**src/rtl/seq_sum_product_pkg.sv**
```systemverilog
// Shared definitions for the handshaked sum/product unit.
// The state encodings are also used by the bench for direct state checks.
package seq_sum_product_pkg;

    typedef enum logic [1:0] {
        IDLE = 2'd0,
        BUSY = 2'd1,
        DONE = 2'd2
    } state_t;

endpackage

```
**src/rtl/seq_sum_product_shift_add_mul.sv**
```systemverilog
// Iterative shift-add multiplier: consumes one multiplier bit per clock and
// finishes exactly WIDTH edges after start.
module shift_add_mul #(
    parameter int WIDTH = 8
) (
    input  logic               clk,
    input  logic               rst_n,
    input  logic               start,
    input  logic [WIDTH-1:0]   a,
    input  logic [WIDTH-1:0]   b,
    output logic               busy,
    output logic               done,
    output logic [2*WIDTH-1:0] product
);

    localparam int CW = $clog2(WIDTH);

    logic [2*WIDTH-1:0] a_sh;
    logic [WIDTH-1:0]   b_sh;
    logic [2*WIDTH-1:0] acc;
    logic [2*WIDTH-1:0] acc_next;
    logic [CW-1:0]      cnt;

    assign acc_next = b_sh[0] ? (acc + a_sh) : acc;
    assign done     = busy && (cnt == CW'(WIDTH - 1));
    // Valid only while done is high; the caller registers it on that edge.
    assign product  = acc_next;

    always_ff @(posedge clk) begin
        if (!rst_n) begin
            busy <= 1'b0;
            a_sh <= '0;
            b_sh <= '0;
            acc  <= '0;
            cnt  <= '0;
        end else if (start) begin
            busy <= 1'b1;
            a_sh <= {{WIDTH{1'b0}}, a};
            b_sh <= b;
            acc  <= '0;
            cnt  <= '0;
        end else if (busy) begin
            acc  <= acc_next;
            a_sh <= a_sh << 1;
            b_sh <= b_sh >> 1;
            cnt  <= cnt + CW'(1);
            if (done) begin
                busy <= 1'b0;
            end
        end
    end

endmodule

```
**src/rtl/seq_sum_product.sv**
```systemverilog
// Handshaked arithmetic unit: registered a+b and iterative a*b, plus a
// saturating count of completed result handshakes.
module seq_sum_product
    import seq_sum_product_pkg::*;
#(
    parameter int WIDTH = 8,
    parameter int CNT_W = 16
) (
    input  logic               clk,
    input  logic               rst_n,
    input  logic               in_valid,
    output logic               in_ready,
    input  logic [WIDTH-1:0]   a,
    input  logic [WIDTH-1:0]   b,
    output logic               out_valid,
    input  logic               out_ready,
    output logic [WIDTH:0]     sum,
    output logic [2*WIDTH-1:0] product,
    output logic [CNT_W-1:0]   txn_count
);

    state_t             state;
    state_t             state_nxt;
    logic               accept;
    logic               zero_op;
    logic               mul_start;
    logic               mul_busy;
    logic               mul_done;
    logic [2*WIDTH-1:0] mul_product;

    assign accept    = in_valid && in_ready;
    assign zero_op   = (a == '0) || (b == '0);
    assign mul_start = accept && !zero_op;

    shift_add_mul #(.WIDTH(WIDTH)) u_mul (
        .clk     (clk),
        .rst_n   (rst_n),
        .start   (mul_start),
        .a       (a),
        .b       (b),
        .busy    (mul_busy),
        .done    (mul_done),
        .product (mul_product)
    );

    always_ff @(posedge clk) begin
        if (!rst_n) begin
            state <= IDLE;
        end else begin
            state <= state_nxt;
        end
    end

    always_comb begin
        state_nxt = state;
        in_ready  = 1'b0;
        out_valid = 1'b0;
        case (state)
            IDLE: begin
                in_ready = 1'b1;
                if (in_valid) begin
                    state_nxt = zero_op ? DONE : BUSY;
                end
            end
            BUSY: begin
                // Losing the multiplier while BUSY can only come from an upset;
                // fall back to IDLE rather than wait forever.
                if (mul_done) begin
                    state_nxt = DONE;
                end else if (!mul_busy) begin
                    state_nxt = IDLE;
                end
            end
            DONE: begin
                out_valid = 1'b1;
                if (out_ready) begin
                    state_nxt = IDLE;
                end
            end
            default: state_nxt = IDLE;
        endcase
    end

    always_ff @(posedge clk) begin
        if (!rst_n) begin
            sum       <= '0;
            product   <= '0;
            txn_count <= '0;
        end else begin
            if (accept) begin
                sum <= {1'b0, a} + {1'b0, b};
                if (zero_op) begin
                    product <= '0;
                end
            end
            if (mul_done && state == BUSY) begin
                product <= mul_product;
            end
            if (out_valid && out_ready && (txn_count != {CNT_W{1'b1}})) begin
                txn_count <= txn_count + CNT_W'(1);
            end
        end
    end

endmodule
```
**config.mk**
```make
export PLATFORM = sky130hd
export DESIGN_NAME = seq_sum_product
export DESIGN_NICKNAME = d
export VERILOG_FILES = /design/src/rtl/seq_sum_product_pkg.sv /design/src/rtl/seq_sum_product_shift_add_mul.sv /design/src/rtl/seq_sum_product.sv
export SDC_FILE = /design/constraint.sdc
export NUM_CORES = 1
export LEC_CHECK = 0
export CORE_UTILIZATION = 56
export DETAILED_ROUTE_END_ITERATION = 10
export PLACE_DENSITY = 0.81
export REMOVE_ABC_BUFFERS = 1
export SYNTH_ARGS = -nofsm -noshare
export SYNTH_HDL_FRONTEND = slang
export SYNTH_SLANG_ARGS = --single-unit
export TNS_END_PERCENT = 5
```
**constraint.sdc**
```tcl
create_clock -name clk -period 3.5 [get_ports clk]
set_clock_uncertainty 0.15 [all_clocks]
set_input_delay 0.7 -clock clk [delete_from_list [all_inputs] [get_ports clk]]
set_output_delay 0.7 -clock clk [all_outputs]
set_load 0.1 [all_outputs]
```
==> results of run 1 <==
-- synthesized netlist by cell type, types with 2 or more instances --
master    number  area share, %
nor4_1         6           0.79
a21boi_0       5           0.79
mux2i_1       35            7.3
a22oi_1        5           0.79
a21oi_1       30            3.1
fa_1           2           0.84
o21bai_1       3           0.47
nor3b_1        4           0.63
nand3_1       22            2.3
xor2_1        10            1.8
o21ai_1        2           0.21
o211a_1       15            3.1
dfxtp_1       87             37
nand4_1       11            1.4
a21o_1         8            1.3
nand2_1       76            6.0
mux2_2         4           0.94
xnor2_1       24            4.4
nand2b_1       5           0.66
buf_1          2           0.16
o21ai_0       22            2.3
nor2b_1        7           0.92
inv_1          6           0.47
clkbuf_1      19            1.5
or4_1          2           0.31
nor3_1         4           0.42
or3_1          2           0.26
nand3b_1       2           0.31
buf_2          8           0.84
nor2_1        27            2.1
ha_1          26            6.8
and2_1        24            3.1
a211o_1        2           0.37
-- layer usage --
layer	track usage (%)	vias to the layer above	wire length, microns
li1	-	1999	-
met3	5.58	16	413
met1	31.6	1853	4930
met2	44.1	93	5060
met4	8.21	0	162
met5	0	-	0
-- critical path, cell delays in order --
cell	delay, ns
clkdlybuf4s50_1	0.46
ha_1	0.25
fa_1	0.41
a21o_1	0.18
a21oi_1	0.21
o21bai_1	0.11
a21oi_1	0.23
xor2_1	0.16
o21ai_0	0.07
and2_1	0.15
-- flip-flops by register name, indices dropped and copies added (netlist names) --
signal	cells
u_mul.acc	16
txn_count	16
u_mul.cnt	3
sum	9
state	2
u_mul.busy	1
u_mul.b_sh	8
product	16
u_mul.a_sh	16
-- area by class of cell --
class	count	share of cell area (%)
flip-flops and latches	87	31.5
repair buffers	68	10.1
multi-input cells	413	52.1
clock inverters	4	0.520
well taps	105	2.37
clock buffers	12	2.98
inverters	7	0.475
-- kinds of logic (layout without fill, tap and decap cells) --
group / Yosys count / after routing / share of synthesized area (%)
AOI/OAI and AO/OA: 109 / 109 / 16.8
xor gates and xnor gates: 34 / 34 / 6.24
adders and majority gates: 28 / 28 / 7.66
buffers and inverters: 36 / 91 / 3.04
DFF: 87 / 87 / 36.5
muxes: 39 / 39 / 8.29
and+or+nand+nor: 203 / 203 / 21.4
-- layout by cell type (no fill, tap or decap), drive strengths merged, types with 4 or more instances in the layout --
| cell | netlist | final |
|---|---|---|
| nor4 | 6 | 6 |
| ha | 26 | 26 |
| mux2i | 35 | 35 |
| o211a | 15 | 15 |
| inv | 7 | 7 |
| mux2 | 4 | 4 |
| buf | 10 | 49 |
| and2 | 24 | 24 |
| nand4 | 11 | 11 |
| clkbuf | 19 | 12 |
| a21o | 9 | 9 |
| a22oi | 5 | 5 |
| o21ai | 24 | 24 |
| dfxtp | 87 | 87 |
| clkdlybuf4s50 | 0 | 19 |
| a21oi | 31 | 31 |
| nor2 | 28 | 28 |
| nor2b | 7 | 7 |
| xnor2 | 24 | 24 |
| xor2 | 10 | 10 |
| nor3b | 5 | 5 |
| nor3 | 5 | 5 |
| a21boi | 6 | 6 |
| nand2b | 5 | 5 |
| nand2 | 77 | 77 |
| nand3 | 22 | 22 |
-- worst max-delay path by stage --
stage	endpoint	from	slack, ns
after floorplan	u_mul.acc[14]$_SDFFE_PP0P_	b[1]	0.33
after global placement	sum[6]$_SDFFE_PN0P_	a[0]	0.37
after detailed placement	sum[6]$_SDFFE_PN0P_	a[0]	0.32
after CTS	sum[6]$_SDFFE_PN0P_	a[0]	0.71
after global routing	sum[6]$_SDFFE_PN0P_	a[0]	0.51
final	sum[6]$_SDFFE_PN0P_	a[0]	0.68
-- where the power goes --
group / leakage [nW] / total (mW) / switching (mW) / internal (mW)
logic: 1.62 / 0.357 / 0.225 / 0.132
registers: 0.707 / 1.05 / 0.0272 / 1.02
clock network: 0.0946 / 0.675 / 0.359 / 0.316
-- per-stage QoR --
stage / instance area (sq um) / utilization (%) / hold slack [ns] / power (mW) / setup slack, ns
6_report: 5530 / 67.4 / 0.305 / 2.08 / 0.680
4_1_cts: 5530 / 67.4 / 0.312 / 2.10 / 0.707
2_1_floorplan: 4650 / - / 0.298 / 1.32 / 0.326
5_1_grt: 5530 / 67.4 / 0.341 / 2.17 / 0.506
3_3_place_gp: 5340 / 65.0 / 0.288 / 1.42 / 0.367
3_5_place_dp: 5340 / 65.0 / 0.299 / 1.42 / 0.319
==> results by group, run 1 <==
Routing
  – DR vias/cell: 5.69
  – Vias post-DR: 3961
  – DR pass1 iterations: 4
  – Routed wire length: 10.6 mm
  – WL per Instance: 15.2 microns
  – Drt first-iter violations: 143
  – # DRC: 0
  – Antenna Nets Post-Route: 0

Critical path
  – R2r startpoint: u_mul.acc[0]$_SDFFE_PP0P_
  – Crit path capture type: register
  – Crit Reg-Reg Endpoint: product[14]$_SDFFE_PN0P_
  – Cell count of the worst reg-to-reg path: 9
  – Worst Path Max Fanout: 3
  – Worst endpoint data arrival time: 2.93 ns
  – Setup crit start kind: input pin
  – Critical path class: input pin to register
  – R2r setup slk: 0.72 ns
  – Required time worst endpoint: 3.61 ns

Timing
  – Final Slew Violations: 0
  – Worst-margin pin slew: 0.578 ns
  – Tcrit/Tclk final: 80.6%
  – Setup TNS: 0 ns
  – Endpoints failing setup: 0
  – Max_slew headroom: 61.4%
  – Final hold violations: 0
  – Fmax achieved: 0.355 GHz
  – RSZ-0062 raised after global routing: false
  – Fin crit period: 2.82 ns

Clock tree
  – Clock sink total: 87
  – CTS Root Cell: clkbuf_8
  – Clock latency on the worst-skew pair: 0.36 ns
  – CTS resizes: 0
  – Setup repair bufs after CTS: 0
  – CTS H-tree lvls: 3
  – Clock buffer count from CTS: 9
  – Clk pin slew, worst setup/hold paths: 0.09 ns
  – Longest Clk Path Bufs: 2
  – CTS tree: built
  – Hold Buf Count CTS: 0

GRT
  – Initial antenna violation count: 0
  – First-pass GRT wire length: 17.8 mm
  – Grt ovf: 0
  – Vias in the first global route: 3864
  – Total GRT Usage: 25.7%
  – Largest net degree at the start of global routing: 45

Synth
  – Syn Inst Count: 536
  – #FFs+latches synth: 87
  – Synth warn: 0
  – Mean post-synth cell area: 8.90 sq um
  – Post-synth EDFFs: 0
  – Top_reg_cell synth: dfxtp_1
  – Distinct cell type count after synthesis: 62
  – Cell Area, Synth: 4770 sq um
  – Ys async rst share: 0%
  – Register area share after synthesis: 36.5%

Floorplan
  – Row cnt: 33
  – Initial Utilization: 58.0%
  – Core Region: 8220 sq um
  – Die X: 94.3 microns
  – Ports: 63
  – Die height: 94.3 microns
  – Die area: 8890 sq um

Worst hold path
  – Hold WC Path Type: register to register
  – Hold path startpoint: product[12]$_SDFFE_PN0P_
  – Hold Path End: product[12]$_SDFFE_PN0P_
  – Hold path depth: 2

Layout
  – Register area: 1740 sq um
  – Area growth, synth to finish: 16.0%
  – Layout cells sized above 1: 13.9%
  – ANT cells: 0
  – NumNets Final: 634
  – FILL cells: 672
  – Post-Layout Cell Count: 696
  – Area of the multi-input gates: 2880 sq um

Power and ir drop
  – Leak: 2.43 nW
  – VDD IR max: 0.238 mV
  – Pwr per Cell Area: 376 nW/um^2

Placed design
  – Placed Instances: 680
  – Placed wire-length estimate: 7.64 mm
  – GP Congestion: 0.901
  – I/O Buffers: 62

Run
  – MaxCap Viol Count: 0

Status
  – Status: finished, final reports clean
No activity file was read; power rests on OpenSTA's default activity.
==> run 2: changes to the inputs <==
- CORE_UTILIZATION: 56 -> 50
- PLACE_DENSITY: 0.81 -> 0.76
- clock period: 3.5 -> 2.39 ns (I/O delays scaled with it)
==> results by group, run 2 (synthesis gave the netlist of run 1 again) <==
Placed design
  – Placed wire-length estimate: 8.67 mm (+14%)
  – I/O Buffers: 62 (unchanged)
  – Placed Instances: 761 (+12%)
  – GP Congestion: 0.934 (+3.7%)
  – Post-DP Area: 5810 sq um (+8.8%)

Status
  – Status: finished, violations left
  – Failing checks: setup timing

Floorplan
  – Die X: 99.7 microns (+5.7%)
  – Die height: 99.7 microns (+5.7%)
  – Ports: 63 (unchanged)
  – Die area: 9930 sq um (+12%)
  – Row cnt: 35 (+6.1%)
  – Initial Utilization: 51.6% (-6.4 points)
  – Core Region: 9240 sq um (+12%)

Routing
  – DR pass1 iterations: 4 (unchanged)
  – Routed wire length: 11.9 mm (+13%)
  – DR vias/cell: 5.48 (-3.7%)
  – WL per Instance: 15.4 microns (+1.1%)
  – # DRC: 0 (unchanged)
  – Vias post-DR: 4263 (+7.6%)
  – Antenna Nets Post-Route: 0 (unchanged)
  – Drt first-iter violations: 143 (unchanged)

Layout
  – Commonest non-fill, non-tap cell in the layout: buf_4
  – Fin util: 67.0% (-0.34 points)
  – Post-Layout Cell Count: 778 (+12%)
  – NumNets Final: 692 (+9.1%)
  – FILL cells: 740 (+10%)
  – Most frequent cells in the layout: 106 x buf_4, 84 x dfxtp_1, 76 x nand2_1
  – ANT cells: 0 (unchanged)
  – Area growth, synth to finish: 29.8%
  – Layout cells sized above 1: 25.4% (+12 points)
  – Final Cell Area: 6190 sq um (+12%)

Clock tree
  – Longest Clk Path Bufs: 2 (unchanged)
  – Clock buffer count from CTS: 9 (unchanged)
  – CTS H-tree lvls: 3 (unchanged)
  – CTS Root Cell: clkbuf_8
  – Clk pin slew, worst setup/hold paths: 0.10 ns (about the same)
  – Clock latency on the worst-skew pair: 0.36 ns (about the same)
  – Clock sink total: 87 (unchanged)
  – CTS tree: built
  – Hold Buf Count CTS: 0 (unchanged)

Critical path
  – Crit path capture type: register
  – Setup crit start kind: register
  – Worst endpoint data arrival time: 2.56 ns (-0.37 ns)
  – Critical path class: register to register
  – Required time worst endpoint: 2.50 ns (-1.11 ns)
  – Worst Path Max Fanout: 3 (unchanged)

Power and ir drop
  – Pwr per Cell Area: 523 nW/um^2 (+39%)
  – Net Switching: 976 uW (+60%)
  – Combinational share of power: 18.9% (+1.8 points)
  – Seq pwr share: 47.2% (-3.2 points)
  – Leak: 2.76 nW (+14%)
  – VDD IR max: 0.377 mV (+59%)
  – Clock share of power: 33.8% (+1.3 points)
  – Pint: 2.26 mW (+54%)
  – Net Sw Frac: 30.1% (+0.77 points)

Timing
  – Fin crit period: 2.45 ns
  – Worst-margin pin slew: 0.472 ns (-0.106 ns)
  – Max_slew headroom: 68.5% (+7.1 points)
  – Endpoints failing setup: 3 (+3)
  – Setup TNS: -0.100 ns (-0.100 ns)
  – RSZ-0062 raised after global routing: true
  – Final hold violations: 0 (unchanged)
  – Fmax achieved: 0.409 GHz
  – Final worst slack: -0.0566 ns (-0.737 ns)
  – Tcrit/Tclk final: 102%
  – Final Slew Violations: 0 (unchanged)

GRT
  – Grt ovf: 0 (unchanged)
  – Total GRT Usage: 24.8% (-0.83 points)
  – First-pass GRT wire length: 19.7 mm (+10%)
  – Initial antenna violation count: 0 (unchanged)
  – Vias in the first global route: 4141 (+7.2%)
  – Largest net degree at the start of global routing: 34 (-24%)

Run
  – MaxCap Viol Count: 0 (unchanged)

Worst hold path
  – Hold WC Path Type: register to register
[run 2: area by class of cell]
cell class	instances	area, sq um	share of cell area, %
Inverter	7	26.3	0.424
Timing Repair Buffer	126	1010	16.4
Clock inverter	6	68.8	1.11
Sequential cell	87	1750	28.2
Tap cell	129	161	2.61
Clock buffer	10	138	2.22
Multi-Input combinational cell	413	3040	49.1
[run 2: worst paths after layout]
check	slack [ns]	endpoint	depth (start not counted)	from
worst max register to register	-0.06	product[14]$_SDFFE_PN0P_	9	u_mul.a_sh[0]$_SDFFE_PN0P_
worst min-delay path	0.30	product[12]$_SDFFE_PN0P_	2	product[12]$_SDFFE_PN0P_
worst min register to register	0.30	product[12]$_SDFFE_PN0P_	2	product[12]$_SDFFE_PN0P_
worst max-delay path	-0.06	product[14]$_SDFFE_PN0P_	9	u_mul.a_sh[0]$_SDFFE_PN0P_
[run 2: power by group through the flow]
stage | sequential [mW] | combinational, mW | clock, mW
finish | 1.53 | 0.614 | 1.10
global route | 1.54 | 0.657 | 1.17
CTS | 1.53 | 0.602 | 1.10
detailed placement | 1.56 | 0.591 | 0
global placement | 1.56 | 0.578 | 0
floorplan | 1.68 | 0.251 | 0
[run 2: what timing repair did]
action,4_1_cts,5_1_grt
buffers inserted,1,0
pin swaps,5,17
endpoints found under the setup margin,14,24
gates resized for setup,16,21
gates cloned,0,0
[run 2: critical path, cell delays in order (launching register included)]
cell and delay [ns]:
dfxtp_2 0.35, ha_4 0.16, fa_2 0.33, a21o_1 0.21, a31o_2 0.26, a21oi_4 0.19
o21ai_4 0.09, a221oi_4 0.30, mux2i_1 0.24, nand2_1 0.07
[run 2: routing by layer]
layer | part of all wire (%) | routed length (microns) | vias to the layer above | track usage (%)
li1 | - | - | 2117 | -
met1 | 45 | 5430 | 2056 | 31.1
met2 | 50 | 5930 | 80 | 43.7
met3 | 4.1 | 491 | 10 | 4.50
met4 | 0.83 | 99 | 0 | 6.56
met5 | 0 | 0 | - | 0
[run 2: stage by stage]
stage	hold slack [ns]	setup WS [ns]	total power [mW]
after global routing	0.326	-0.137	3.37
final	0.305	-0.0566	3.24
after floorplan	0.298	-0.588	1.93
after global placement	0.284	-0.497	2.14
after CTS	0.306	-0.0777	3.24
after detailed placement	0.294	-0.540	2.15
==> run 3: changes to the inputs <==
- CAP_MARGIN: unset -> 20
- CORE_UTILIZATION: 50 -> 25
- PLACE_DENSITY: 0.76 -> unset
==> results by group, run 3 (synthesis gave the netlist of run 1 again) <==
Timing
  – RSZ-0062 raised after global routing: true
  – Final hold violations: 0 (unchanged)
  – Final worst slack: -0.0629 ns (-0.00634 ns)
  – Fmax achieved: 0.408 GHz (-0.26%)
  – Endpoints failing setup: 5 (+2)
  – Worst-margin pin slew: 0.473 ns (+0.000671 ns)
  – Setup TNS: -0.179 ns (-0.0789 ns)
  – Tcrit/Tclk final: 103% (+0.27 points)
  – Fin crit period: 2.45 ns (+0.00634 ns)
  – Max_slew headroom: 68.5% (about the same)
  – Final Slew Violations: 0 (unchanged)

Layout
  – Area of the multi-input gates: 3020 sq um (-0.58%)
  – Most frequent cells in the layout: 112 x buf_4, 84 x dfxtp_1, 76 x nand2_1
  – Layout cells sized above 1: 26.3% (+0.84 points)
  – FILL cells: 1929 (+160%)
  – Post-Layout Cell Count: 889 (+14%)
  – Register area: 1750 sq um (unchanged)
  – NumNets Final: 698 (+0.87%)
  – ANT cells: 0 (unchanged)
  – Commonest non-fill, non-tap cell in the layout: buf_4
  – Area growth, synth to finish: 34.4%

Placed design
  – Placed wire-length estimate: 8.80 mm (+1.5%)
  – GP Congestion: 0.816 (-13%)
  – Place WS: -0.533 ns (+0.00661 ns)
  – Placed Instances: 873 (+15%)
  – I/O Buffers: 62 (unchanged)

GRT
  – Total GRT Usage: 12.8% (-12 points)
  – First-pass GRT wire length: 19.9 mm (+1.2%)
  – Grt ovf: 0 (unchanged)
  – Largest net degree at the start of global routing: 27 (-21%)
  – Vias in the first global route: 3972 (-4.1%)
  – Initial antenna violation count: 0 (unchanged)

Critical path
  – Setup crit start kind: register
  – Crit-path cells: ha_4 > fa_2 > a21o_1 > buf_4 > a311oi_2 > o21bai_2 > a221oi_2 > xnor2_1 > mux2i_1 > o21ai_1
  – Cell count of the worst reg-to-reg path: 10 (+1)
  – Required time worst endpoint: 2.52 ns (+0.02 ns)
  – Worst Path Max Fanout: 2 (-1)
  – Critical path's largest stage delay: 0.34 ns (about the same)
  – Slowest cell on crit path: dfxtp_2
  – Critical path class: register to register
  – Worst endpoint data arrival time: 2.58 ns (+0.02 ns)
  – Crit path capture type: register

Routing
  – Drt first-iter violations: 168 (+17%)
  – Antenna Nets Post-Route: 0 (unchanged)
  – DR vias/cell: 4.63 (-15%)
  – DR pass1 iterations: 4 (unchanged)
  – Routed wire length: 11.9 mm (-0.35%)
  – WL per Instance: 13.4 microns (-13%)
  – # DRC: 0 (unchanged)
  – Vias post-DR: 4117 (-3.4%)

Clock tree
  – Clk pin slew, worst setup/hold paths: 0.06 ns (-0.04 ns)
  – Setup repair bufs after CTS: 0 (-1)
  – CTS Root Cell: clkbuf_16
  – Longest Clk Path Bufs: 2 (unchanged)
  – CTS tree: built
  – Clock sink total: 87 (unchanged)
  – Clock latency on the worst-skew pair: 0.35 ns (about the same)
  – Clock buffer count from CTS: 9 (unchanged)
  – Hold Buf Count CTS: 0 (unchanged)
  – CTS H-tree lvls: 3 (unchanged)

Floorplan
  – Ports: 63 (unchanged)
  – Row cnt: 50 (+43%)
  – Die height: 140 microns (+41%)
  – Die X: 140 microns (+41%)
  – Core Region: 18700 sq um (+100%)
  – Initial Utilization: 25.5% (-26 points)
  – Die area: 19600 sq um (+98%)

Power and ir drop
  – Leak: 2.80 nW (+1.3%)
  – Pwr per Cell Area: 541 nW/um^2 (+3.5%)
  – VDD IR max: 0.394 mV (+4.5%)

Status
  – Status: finished, violations left
  – Failing checks: setup timing

Worst hold path
  – Hold path depth: 2 (unchanged)
  – Hold WC Path Type: register to register

Run
  – MaxCap Viol Count: 0 (unchanged)
[run 3: per-layer routing]
layer / routed length, microns / GRT usage, %
met1: 5900 / 16.9
met3: 417 / 3.32
met4: 195 / 4.28
met2: 5400 / 20.3
met5: 0 / 0
[run 3: critical path, delay by kind of cell (launching register included)]
| kind | cells | cell delay, ns |
|---|---|---|
| compound gates | 5 | 0.94 |
| fa+ha+maj | 2 | 0.50 |
| flops | 1 | 0.34 |
| xor+xnor | 1 | 0.19 |
| buf+inv | 1 | 0.13 |
| mux | 1 | 0.11 |
[run 3: worst paths after layout]
kind	start	end	slack, ns
max	u_mul.a_sh[0]$_SDFFE_PN0P_	product[12]$_SDFFE_PN0P_	-0.06
min	product[12]$_SDFFE_PN0P_	product[12]$_SDFFE_PN0P_	0.30
max reg2reg	u_mul.a_sh[0]$_SDFFE_PN0P_	product[12]$_SDFFE_PN0P_	-0.06
min reg2reg	product[12]$_SDFFE_PN0P_	product[12]$_SDFFE_PN0P_	0.30
[run 3: per-stage QoR]
| step | util (%) | power (mW) | hold WS (ns) | area, sq um |
|---|---|---|---|---|
| finish | 34.3 | 3.47 | 0.302 | 6410 |
| global route | 34.3 | 3.64 | 0.345 | 6410 |
| CTS | 33.9 | 3.51 | 0.306 | 6340 |
| detailed placement | 32.0 | 2.16 | 0.294 | 5990 |
| global placement | 32.0 | 2.15 | 0.289 | 5990 |
| floorplan | - | 1.93 | 0.298 | 4650 |
[run 3: power by group]
group | leakage, nW | switching, mW | total (mW) | internal, mW
logic | 1.97 | 0.363 | 0.615 | 0.252
registers | 0.708 | 0.0309 | 1.53 | 1.50
clock network | 0.127 | 0.612 | 1.33 | 0.715
total | 2.80 | 1.01 | 3.47 | 2.46
[run 3: cell type report]
class,count,share of cell area [%]
Timing Repair Buffer,132,16.4
Tap cell,234,4.57
Sequential cell,87,27.2
Inverter,7,0.410
Clock inverter,5,0.644
Clock buffer,11,3.63
Multi-Input combinational cell,413,47.1
[run 3: repair_timing]
action                                  CTS  global route
endpoints found under the setup margin   14            23
gates resized for setup                  18            15
endpoints found under the hold margin     0             0
pin swaps                                 8             2
